===== src/rtl/wb_intgen_mc.sv =====
// rtl/wb_intgen_mc.sv - Wishbone multi-channel programmable interrupt generator
// Optional shared tick prescaler enabled by defining INTGEN_PRESCALER_EN.
module wb_intgen_mc #(
    parameter int NUM_CH = 4,
    parameter int CNT_W  = 16,
    parameter int AW     = 4
) (
    input  logic              wb_clk_i,
    input  logic              wb_rst_i,
    input  logic [AW-1:0]     wb_adr_i,
    input  logic [31:0]       wb_dat_i,
    input  logic              wb_we_i,
    input  logic              wb_cyc_i,
    input  logic              wb_stb_i,
    output logic [31:0]       wb_dat_o,
    output logic              wb_ack_o,
    output logic              wb_err_o,
    output logic [NUM_CH-1:0] irq_o
);

    localparam int PRE_ADR = 2*NUM_CH + 2;

    logic [31:0]       adr;
    logic              req;
    logic              mapped;
    logic              wr;
    logic              rd;
    logic              sts_wr;
    logic              en_wr;
    logic              tick;
    logic [31:0]       rdata;
    logic [NUM_CH-1:0] pending;
    logic [NUM_CH-1:0] enable;
    logic [NUM_CH-1:0] armed;
    logic [NUM_CH-1:0] periodic;
    logic [NUM_CH-1:0] pulse;
    logic [NUM_CH-1:0] pulse_q;
    logic [NUM_CH-1:0] expire;
    logic [NUM_CH-1:0] cnt_wr;
    logic [NUM_CH-1:0] ctrl_wr;
    logic [CNT_W-1:0]  cnt [NUM_CH];
    logic [CNT_W-1:0]  rel [NUM_CH];
    logic              unused_dat;

    assign unused_dat = ^wb_dat_i;

`ifdef INTGEN_PRESCALER_EN
    logic [15:0] presc;
    logic [15:0] pcnt;
    logic        pre_wr;

    assign pre_wr = wr && (adr == 32'(PRE_ADR));
    assign tick   = (pcnt == presc);

    always_ff @(posedge wb_clk_i) begin
        if (wb_rst_i) begin
            presc <= '0;
            pcnt  <= '0;
        end else if (pre_wr) begin
            presc <= wb_dat_i[15:0];
            pcnt  <= '0;
        end else begin
            pcnt <= tick ? 16'd0 : pcnt + 16'd1;
        end
    end
`else
    assign tick = 1'b1;
`endif

    always_comb begin
        adr = 32'(wb_adr_i);
        req = wb_cyc_i & wb_stb_i & ~wb_ack_o & ~wb_err_o;
`ifdef INTGEN_PRESCALER_EN
        mapped = (adr <= 32'(PRE_ADR));
`else
        mapped = (adr < 32'(PRE_ADR));
`endif
        wr     = req & mapped & wb_we_i;
        rd     = req & mapped & ~wb_we_i;
        sts_wr = wr && (adr == 32'd0);
        en_wr  = wr && (adr == 32'd1);

        rdata = '0;
        if (adr == 32'd0) rdata[NUM_CH-1:0] = pending;
        if (adr == 32'd1) rdata[NUM_CH-1:0] = enable;
`ifdef INTGEN_PRESCALER_EN
        if (adr == 32'(PRE_ADR)) rdata[15:0] = presc;
`endif
        for (int ch = 0; ch < NUM_CH; ch++) begin
            cnt_wr[ch]  = wr && (adr == 32'(2 + 2*ch));
            ctrl_wr[ch] = wr && (adr == 32'(3 + 2*ch));
            if (adr == 32'(2 + 2*ch)) rdata[CNT_W-1:0] = cnt[ch];
            if (adr == 32'(3 + 2*ch)) rdata[1:0] = {pulse[ch], periodic[ch]};
            // A COUNT write on the expiry edge overrides the expiry entirely.
            expire[ch] = armed[ch] & tick & (cnt[ch] == CNT_W'(1)) & ~cnt_wr[ch];
        end
    end

    always_comb begin
        irq_o = enable & ((pending & ~pulse) | (pulse_q & pulse));
    end

    always_ff @(posedge wb_clk_i) begin
        if (wb_rst_i) begin
            wb_ack_o <= 1'b0;
            wb_err_o <= 1'b0;
            wb_dat_o <= '0;
            pending  <= '0;
            enable   <= '0;
            armed    <= '0;
            periodic <= '0;
            pulse    <= '0;
            pulse_q  <= '0;
            for (int ch = 0; ch < NUM_CH; ch++) begin
                cnt[ch] <= '0;
                rel[ch] <= '0;
            end
        end else begin
            wb_ack_o <= req & mapped;
            wb_err_o <= req & ~mapped;
            wb_dat_o <= rd ? rdata : 32'd0;
            if (en_wr) enable <= wb_dat_i[NUM_CH-1:0];
            // Expiry set takes priority over a same-edge W1C.
            pending <= (pending & ~(sts_wr ? wb_dat_i[NUM_CH-1:0] : {NUM_CH{1'b0}})) | expire;
            pulse_q <= expire;
            for (int ch = 0; ch < NUM_CH; ch++) begin
                if (ctrl_wr[ch]) begin
                    periodic[ch] <= wb_dat_i[0];
                    pulse[ch]    <= wb_dat_i[1];
                end
                if (cnt_wr[ch]) begin
                    rel[ch]   <= wb_dat_i[CNT_W-1:0];
                    cnt[ch]   <= wb_dat_i[CNT_W-1:0];
                    armed[ch] <= |wb_dat_i[CNT_W-1:0];
                end else if (armed[ch] && tick) begin
                    if (cnt[ch] == CNT_W'(1)) begin
                        if (periodic[ch]) begin
                            cnt[ch] <= rel[ch];
                        end else begin
                            cnt[ch]   <= '0;
                            armed[ch] <= 1'b0;
                        end
                    end else begin
                        cnt[ch] <= cnt[ch] - CNT_W'(1);
                    end
                end
            end
        end
    end

endmodule

===== config.mk =====
export PLATFORM = sky130hd
export DESIGN_NAME = wb_intgen_mc
export DESIGN_NICKNAME = d
export VERILOG_FILES = /design/src/rtl/wb_intgen_mc.sv
export SDC_FILE = /design/constraint.sdc
export NUM_CORES = 1
export LEC_CHECK = 0
export CELL_PAD_IN_SITES_DETAIL_PLACEMENT = 1
export CELL_PAD_IN_SITES_GLOBAL_PLACEMENT = 2
export CORE_MARGIN = 5
export CORE_UTILIZATION = 29
export DETAILED_ROUTE_END_ITERATION = 12
export PLACE_DENSITY = 0.74
export SLEW_MARGIN = 20
export SYNTH_ARGS = -nofsm -noshare
export SYNTH_HDL_FRONTEND = slang
export SYNTH_SLANG_ARGS = --single-unit

===== constraint.sdc =====
create_clock -name wb_clk_i -period 4.7 [get_ports wb_clk_i]
set_clock_uncertainty 0.15 [all_clocks]
set_input_delay 0.94 -clock wb_clk_i [delete_from_list [all_inputs] [get_ports wb_clk_i]]
set_output_delay 0.94 -clock wb_clk_i [all_outputs]
set_load 0.02 [all_outputs]

==> results of run 1 <==
## critical path: cells and delay by family
family | cells | cell delay (ns)
AO/OA/AOI/OAI | 2 | 1.05
buffers and inverters | 2 | 0.99
AND/OR/NAND/NOR | 2 | 0.47
## sequential cells by signal (all words and copies together), names as in the netlist
register and cells:
armed 4, cnt 64, enable 4, pending 4, periodic 4, pulse 4, pulse_q 4, rel 64
wb_ack_o 1, wb_dat_o 16, wb_err_o 1
## area by class of cell
| type | instances | share of cell area (%) |
|---|---|---|
| clock inverter | 9 | 0.7836 |
| sequential | 170 | 43.79 |
| tap | 402 | 4.702 |
| inverter | 28 | 0.9825 |
| multi-input combinational | 631 | 38.64 |
| timing repair buffer | 77 | 6.480 |
| clock buffer | 23 | 4.620 |
## worst max-delay path by stage
stage	end	slack, ns	cells past startpoint
global route	cnt[1][8]	1.04	6
finish	cnt[1][8]	1.20	6
detailed placement	cnt[3][2]	0.75	6
global placement	cnt[3][5]	0.76	6
CTS	cnt[3][13]	1.20	6
floorplan	cnt[1][0]	0.64	6
## metrics by stage
stage	hold slack [ns]	power (W)	setup WS (ns)	area (um2)	util, %
after floorplan	0.3230	0.001865	0.6390	9195	-
after global placement	0.3470	0.001981	0.7583	10120	32.32
after detailed placement	0.3543	0.001985	0.7549	10120	32.32
after CTS	0.3681	0.003389	1.196	10700	34.17
after global routing	0.3959	0.003489	1.045	10700	34.17
final	0.3652	0.003373	1.199	10700	34.17
## cells by family after synthesis
logic type / synth area share [%]
multiplexers: 4.892
AND/OR/NAND/NOR: 18.62
adder cells (fa/ha/maj): 1.096
AO/OA/AOI/OAI: 15.46
flip-flops: 51.30
XOR/XNOR: 3.837
buffers and inverters: 4.755
other: 0.04107
## routing by layer
metal  global-route usage [%]  vias to the layer above  share of wire [%]
li1                         -                     3359                  -
met1                    24.84                     3650                 47
met2                    28.37                      191                 47
met3                    2.482                       33                4.1
met4                    4.800                        0                1.9
met5                        0                        -                  0
## power breakdown
part           internal (W)  switching, W
sequential          0.00166     0.0000462
clock              0.000802      0.000617
combinational     0.0000843      0.000167
## layout by cell type, fill, tap and decap left out, types with 23 or more instances in the layout
cell type        Yosys  final
a21oi_1             48     48
xnor2_1             23     23
nor2_1              54     54
nor3_1              28     27
buf_4               18     31
mux2i_1             39     39
and2_1              28     28
clkdlybuf4s50_1      0     46
edfxtp_1           128    128
inv_1               28     28
and3_1              38     38
dfxtp_1             42     42
nand2_1             82     82
a22oi_1             24     24
a21o_1              30     30
==> impl_results.md, run 1 <==
- Status: complete, no violations
- Static Leak: slightly above 4 nW
- CTS Hold Bufs: 0
- TritonCTS Buffers: 17
- CORE AREA: ~31000 um2
- Row cnt: between 60 and 70
- Crit. Startpoint: wb_adr_i[1]
- Worst-path cell chain: clkdlybuf4s50_1, o21ai_0, nand3_1, o41ai_4, nand2b_1, buf_4
- Initial antenna violation count: 1
- Fmax: about 0.29 GHz
- Die Ht: 187.4 um
- Clock-pin slew of the registers on the worst-case setup and hold paths: roughly 0.07 ns
- Critical R2R Capture: cnt[0][5]
- Post-DR wirelength/cell: between 20 and 25 um
- DRT Pass-1 Iters: 5
- Die width: approximately 190 um
- Share of cells above drive strength 1: a little under a tenth
- Congestion Overflow GR: 0
- Port Buffer Count: 46
- Leading area contributor after synthesis: edfxtp_1
- Detailed Route Iter0 Violations: approximately 570
- Netlist cell types: 70
- Tmin final: roughly 3.5 ns
- Final max-slew violation count: 0
- Setup Crit Path Kind: in -> reg
- Placed cell count: around 1300
- Final period util: roughly three quarters
- Max H-tree Level: 4
- RSZ-0062 raised after global routing: false
- Post-synth EDFFs: 128
- IR drop worst, VDD: 0.2427 mV
- Register area share after synthesis: approximately half
- Synth Instances: between 800 and 900
- # diodes: 0
- Num ports: 79
- Post-CTS sizing: 0
- Global-route wire length before repair: ~47000 um
- CP peak stage delay: 0.73 ns
- Detail Placement HPWL: 21960 um
- Cells taking the most area after synthesis: edfxtp_1, dfxtp_1, mux2i_1
- Critical path's slowest cell: clkdlybuf4s50_1
- Largest net degree at the start of global routing: 26
- Nets@finish: 974
- Final setup vio count: 0
- Netlist Area Pre-Place: 9131 um2
- Vias in the first global route: between 7000 and 8000
- CP max FO: 16
- Syn-to-layout area delta: 17.16%
- P per Cell Area: ~320 nW/um2
- Slew headroom: 36.70%
- HP Start: rel[2][3]
- Worst setup EP type: flip-flop
- CTS tree: done
- Crit Reg-Reg Startpoint: cnt[0][7]
- GP Congestion: about 0.83
- CTS sink count: 170
- Dominant synthesized flop cell: edfxtp_1
- Starting density of the core: 29.16%
- Hold EP: cnt[2][3]
- DR DRC count: 0
- Count leader, synth: edfxtp_1
- Final hold violations: 0
- WP data required: 4.66 ns
- Synthesized area per cell: about 10 um2
- # fillers: between 3000 and 4000
- Worst R2R Path Depth: 6
- Post-synth ARST share: 0%
- Multi-input logic area: between 4000 and 5000 um2
- Non-filler cells in the finished layout: approximately 1300
- Worst-Margin Slew: about 0.94 ns
- Synth Register Bits: 170
- Flop-to-flop setup slack: around 1.5 ns
- Crit path launch type: input port
- Clock Path Buffers: 2
- Via density: around 5.4
- Remaining antenna violation count: 0
- Max Cap Viol: 0
- Via count: 7233
- Clk_lat worst skew: about 0.44 ns
- Storage cell area: 4684 um2
- TNS Setup: 0 ns
- Synthesis Warnings: 0
- Gr usage total: about 18%
- Hold Path Depth: 2
- Worst hold path class: reg -> reg
- Commonest cells in the netlist: edfxtp_1, nand2_1, nor2_1
- Root Driver: clkbuf_16
- Top-area cell type share of the netlist area: between 40% and 50%
- Die area: 35140 um2
- WL final: between 30000 and 40000 um
- Arr. time, crit path: between 3 and 4 ns
- Post-CTS setup buffer count: 0
Power figures use the tool's default switching activity.
==> run 2: changes to the inputs <==
Clock period 4.7 ns to 2.85 ns, I/O delays scaled along.
==> run 2 against run 1 <==
  * Routed wire length is 4.2% higher
  * Via count increased by 3.5%
  * Sequential share of layout area fell by 2.8 points
  * Largest power group unchanged
  * Core utilization increased by 2.3 points
  * Critical path depth fell by 1
  * Clock-buffer cell count is 6 lower
  * Critical path type is now reg -> reg
  * Cell area up 6.7%
  * Die area did not move
  * Global-route usage rose by 0.61 points
  * Worst hold slack better by 0.0081 ns
  * Setup slack worse by 1.1 ns
==> impl_results.md, run 2 (synthesis gave the netlist of run 1 again) <==
- Status: complete, no violations
- Tmin final: between 2 and 3 ns
- Remaining antenna violation count: 0
- DRT Pass-1 Iters: 5
- WP data required: 2.91 ns
- RSZ-0062 raised after global routing: false
- Vias in the first global route: around 7700
- Congestion Overflow GR: 0
- Final hold violations: 0
- Worst Path Buf+Inv: 0
- Die area: 35140 um2
- CTS sink count: 170
- Clock Path Buffers: 2
- Sw Ratio: 26.98%
- Internal Pwr Total: 0.004181 W
- Commonest non-fill, non-tap cell in the layout: edfxtp_1
- Max H-tree Level: 4
- WHS: 0.3733 ns
- Clock power share: 42.6%
- WL final: 32090 um
- Clk_lat worst skew: 0.46 ns
- Initial antenna violation count: 2
- P per Cell Area: between 500 and 600 nW/um2
- Final max-slew violation count: 0
- Largest registers: cnt x64, rel x64, wb_dat_o x16
- Fin util: between 30% and 40%
- CTS tree: done
- Gr usage total: approximately 18%
- Die Ht: between 150 and 200 um
- Critical path's slowest cell: or4_4
- Row cnt: 65
- Comb power frac: 8.6%
- Share of cells above drive strength 1: around 17%
- Worst hold path class: reg -> reg
- Arr. time, crit path: 2.81 ns
- Setup Crit Path Kind: reg -> reg
- CP max FO: 7
- CTS Hold Bufs: 0
- Worst-path cell chain: or4_4, or4_4, or3_1, a21o_1, a31o_1
- DP Worst Slack: -0.1400 ns
- Max Cap Viol: 0
- Largest net degree at the start of global routing: 32
- Via count: around 7500
- GP Congestion: about 0.84
- TritonCTS Buffers: 17
- Final period util: between 90% and 100%
- Slew headroom: between 40 and 50%
- DR DRC count: 0
- Family with the most delay on the worst path: simple AND/OR/NAND/NOR gates
- Clock-pin slew of the registers on the worst-case setup and hold paths: roughly 0.09 ns
- Register share of total power: around 50%
- Syn-to-layout area delta: 25.02%
- Detailed Route Iter0 Violations: 501
- Final WS setup: 0.1046 ns
- Via density: approximately 5.3
- Detail Placement HPWL: 23660 um
- Commonest non-fill, non-tap cells in the layout: edfxtp_1, buf_4, nand2_1
- Most used cell, CP: or4_4
- Worst setup EP type: flip-flop
- # fillers: 3462
- CP peak stage delay: 0.59 ns
- Post-CTS setup buffer count: 0
- IR drop worst, VDD: around 0.27 mV
- Global-route wire length before repair: about 49000 um
- CORE AREA: between 30000 and 40000 um2
- Port Buffer Count: 46
- Fmax: roughly 0.36 GHz
- Final setup vio count: 0
- Die width: between 150 and 200 um
- Starting density of the core: between 20% and 30%
- Root Driver: clkbuf_16
- Crit path launch type: flip-flop
- Worst-Margin Slew: a little under 0.8 ns
- Post-CTS sizing: 0
- Post-DR wirelength/cell: about 23 um
- Static Leak: 4.559 nW
- Nets@finish: 1048
- Switching Power: between 0.0015 and 0.002 W
- Num ports: around 80
==> run 2: per-stage QoR <==
| stage | TNS, ns | std cells | instance area [um2] | total power [W] |
|---|---|---|---|---|
| final | 0 | 1415 | 11420 | 0.005726 |
| after global routing | 0 | 1414 | 11410 | 0.005917 |
| after CTS | 0 | 1414 | 11410 | 0.005789 |
| after detailed placement | -5.113 | 1382 | 10810 | 0.003340 |
| after global placement | -3.143 | 1382 | 10810 | 0.003333 |
| after floorplan | 0 | 896 | 9243 | 0.003081 |
==> run 2: worst paths after layout <==
path                end  cells past startpoint  slack (ns)       start
min reg2reg  pending[3]                      1        0.37  pending[3]
max reg2reg   cnt[0][2]                      5        0.10   cnt[0][7]
min          pending[3]                      1        0.37  pending[3]
max           cnt[0][2]                      5        0.10   cnt[0][7]
==> run 2: power by group through the flow <==
stage	logic, W	clock network, W	registers (W)
2_1_floorplan	0.000252	0	0.00283
3_3_place_gp	0.000484	0	0.00285
3_5_place_dp	0.000489	0	0.00285
4_1_cts	0.000490	0.00250	0.00280
5_1_grt	0.000523	0.00259	0.00280
6_report	0.000490	0.00244	0.00280
==> run 2: cell type report <==
| cell class | instances | area (um2) | share of cell area (%) |
|---|---|---|---|
| multi-input cells | 631 | 4160 | 36.44 |
| clock buffers | 17 | 425.4 | 3.726 |
| clock inverters | 15 | 173.9 | 1.523 |
| repair buffers | 151 | 1361 | 11.92 |
| flip-flops and latches | 170 | 4684 | 41.03 |
| diodes | 1 | 2.502 | 0.02192 |
| inverters | 28 | 105.1 | 0.9207 |
| well taps | 402 | 503.0 | 4.406 |
==> run 2: routing by layer <==
layer	up-vias	wire (um)	track usage (%)
met5	-	0	0
li1	3499	-	-
met1	3750	14890	24.97
met4	0	980	6.861
met3	38	1456	3.061
met2	197	14760	28.92
==> run 3: changes to the inputs <==
Settings changed: CORE_MARGIN 5 to default, PLACE_DENSITY 0.74 to 0.72.
Clock period 2.85 ns to 3.3 ns, I/O delays scaled along.
==> run 3 against run 2 <==
  * Non-clock buffer count is 44 lower
  * Core utilization is 0.93 points lower
  * Die area is 8.4% lower
  * Register-to-register slack better by 0.30 ns
  * Sequential share of layout area is 1.8 points higher
  * Highest routed layer unchanged
  * Global-route usage is 1.4 points higher
  * Largest cell class unchanged
  * Worst hold slack better by 0.0071 ns
  * Critical path depth stayed put
  * Combinational power is 23% lower
==> impl_results.md, run 3 (synthesis gave the netlist of run 1 again) <==
- Most used cell, CP: or4_4
- CORE AREA: approximately 31000 um2
- RSZ-0062 raised after global routing: false
- Critical R2R Capture: cnt[0][4]
- Worst hold path class: reg -> reg
- Commonest non-fill, non-tap cells in the layout: edfxtp_1, nand2_1, buf_4
- Fmax: 0.3458 GHz
- HP Start: rel[2][3]
- CTS sink count: 170
- Die width: 179.4 um
- Num ports: 79
- Post-DR wirelength/cell: about 23 um
- Largest net degree at the start of global routing: 26
- Clock-pin slew of the registers on the worst-case setup and hold paths: about 0.070 ns
- Hold EP: cnt[2][3]
- Flop-to-flop setup slack: roughly 0.41 ns
- Starting density of the core: between 20% and 30%
- Syn-to-layout area delta: 19.64%
- Clk_lat worst skew: roughly 0.45 ns
- WP data required: roughly 3.4 ns
- Root Driver: clkbuf_16
- Hold Path Depth: 2
- Critical path's slowest cell: or4_4
- Max H-tree Level: 4
- Worst R2R Path Depth: 5
- CTS Hold Bufs: 0
- Detailed Route Iter0 Violations: between 400 and 500
- Clock Path Buffers: 2
- DR DRC count: 0
- Largest registers: cnt x64, rel x64, wb_dat_o x16
- TNS Setup: 0 ns
- Final setup vio count: 0
- Status: complete, no violations
- Commonest non-fill, non-tap cell in the layout: edfxtp_1
- Via density: 5.330
- DRT Pass-1 Iters: 7
- Initial antenna violation count: 1
- CP peak stage delay: around 0.6 ns
- DP Worst Slack: 0.07215 ns
- P per Cell Area: roughly 440 nW/um2
- Slew headroom: roughly half
- CP max FO: 7
- GP Congestion: 0.8297
- Max Cap Viol: 0
- Post-CTS sizing: 0
- Detail Placement HPWL: 22770 um
- Vias in the first global route: ~7300
- # fillers: 3483
- Placed cell count: between 1000 and 1500
- Die Ht: roughly 180 um
- Gr usage total: between 10% and 20%
- Crit Reg-Reg Startpoint: cnt[0][7]
- Tmin final: 2.892 ns
- Crit path launch type: flip-flop
- Congestion Overflow GR: 0
- Worst-path cell chain: or4_4, or4_4, or3_1, a21o_1, a31o_1
- Row cnt: 64
- Final max-slew violation count: 0
- Port Buffer Count: 46
- Global-route wire length before repair: about 47000 um
- Arr. time, crit path: 2.94 ns
- Static Leak: between 4 and 5 nW
- Share of cells above drive strength 1: roughly an eighth
- CTS tree: done
- Non-filler cells in the finished layout: 1364
- WL final: about 31000 um
- Final hold violations: 0
- Remaining antenna violation count: 0
- Worst setup EP type: flip-flop
- # diodes: 0
- Post-CTS setup buffer count: 0
- Via count: between 7000 and 8000
- TritonCTS Buffers: 17
- IR drop worst, VDD: slightly below 0.3 mV
- Die area: around 32000 um2
- Setup Crit Path Kind: reg -> reg
- Final WS setup: slightly above 0.4 ns
- Worst-Margin Slew: 0.7286 ns
- Nets@finish: around 1000
- Final period util: roughly 88%
[run 3: critical path, delay by kind of cell (launching register included)]
family           cells  cell delay (ns)
AO/OA/AOI/OAI        2             0.40
flip-flops           1             0.50
AND/OR/NAND/NOR      3             1.61
[run 3: worst max path at each step]
| stage | start | to | slack (ns) | depth (start not counted) |
|---|---|---|---|---|
| after detailed placement | wb_adr_i[3] | cnt[2][6] | 0.07 | 6 |
| after global placement | wb_adr_i[3] | cnt[2][6] | 0.11 | 6 |
| after global routing | cnt[3][10] | cnt[3][0] | 0.25 | 5 |
| after floorplan | wb_stb_i | cnt[2][0] | 0.07 | 5 |
| final | cnt[0][7] | cnt[0][4] | 0.41 | 5 |
| after CTS | cnt[0][7] | cnt[0][2] | 0.42 | 5 |
[run 3: layer usage]
layer | vias to the layer above | track usage [%] | routed length (um)
li1 | 3404 | - | -
met1 | 3653 | 27.13 | 14940
met2 | 172 | 30.98 | 14160
met3 | 41 | 2.532 | 1164
met4 | 0 | 7.621 | 910
met5 | - | 0 | 0
[run 3: area by class of cell]
| type | instances | area [um2] | area share, % |
|---|---|---|---|
| Clock inverter | 12 | 100.1 | 0.9163 |
| Clock buffer | 20 | 467.9 | 4.284 |
| Sequential cell | 170 | 4684 | 42.88 |
| Multi-Input combinational cell | 631 | 4128 | 37.79 |
| Timing Repair Buffer | 107 | 943.4 | 8.636 |
| Tap cell | 396 | 495.5 | 4.536 |
| Inverter | 28 | 105.1 | 0.9621 |
[run 3: power breakdown]
group / internal, W / switching (W) / total [W]
clock: 0.00105 / 0.000930 / 0.00198
sequential: 0.00236 / 0.0000641 / 0.00242
combinational: 0.000136 / 0.000242 / 0.000379
[run 3: through the flow]
stage	hold slack (ns)	util (%)	instance area, um2	power, W
floorplan	0.3230	-	9214	0.002657
global placement	0.3478	33.68	10360	0.002839
detailed placement	0.3607	33.68	10360	0.002844
CTS	0.3793	35.53	10920	0.004826
global route	0.3925	35.53	10920	0.004925
finish	0.3804	35.53	10920	0.004781
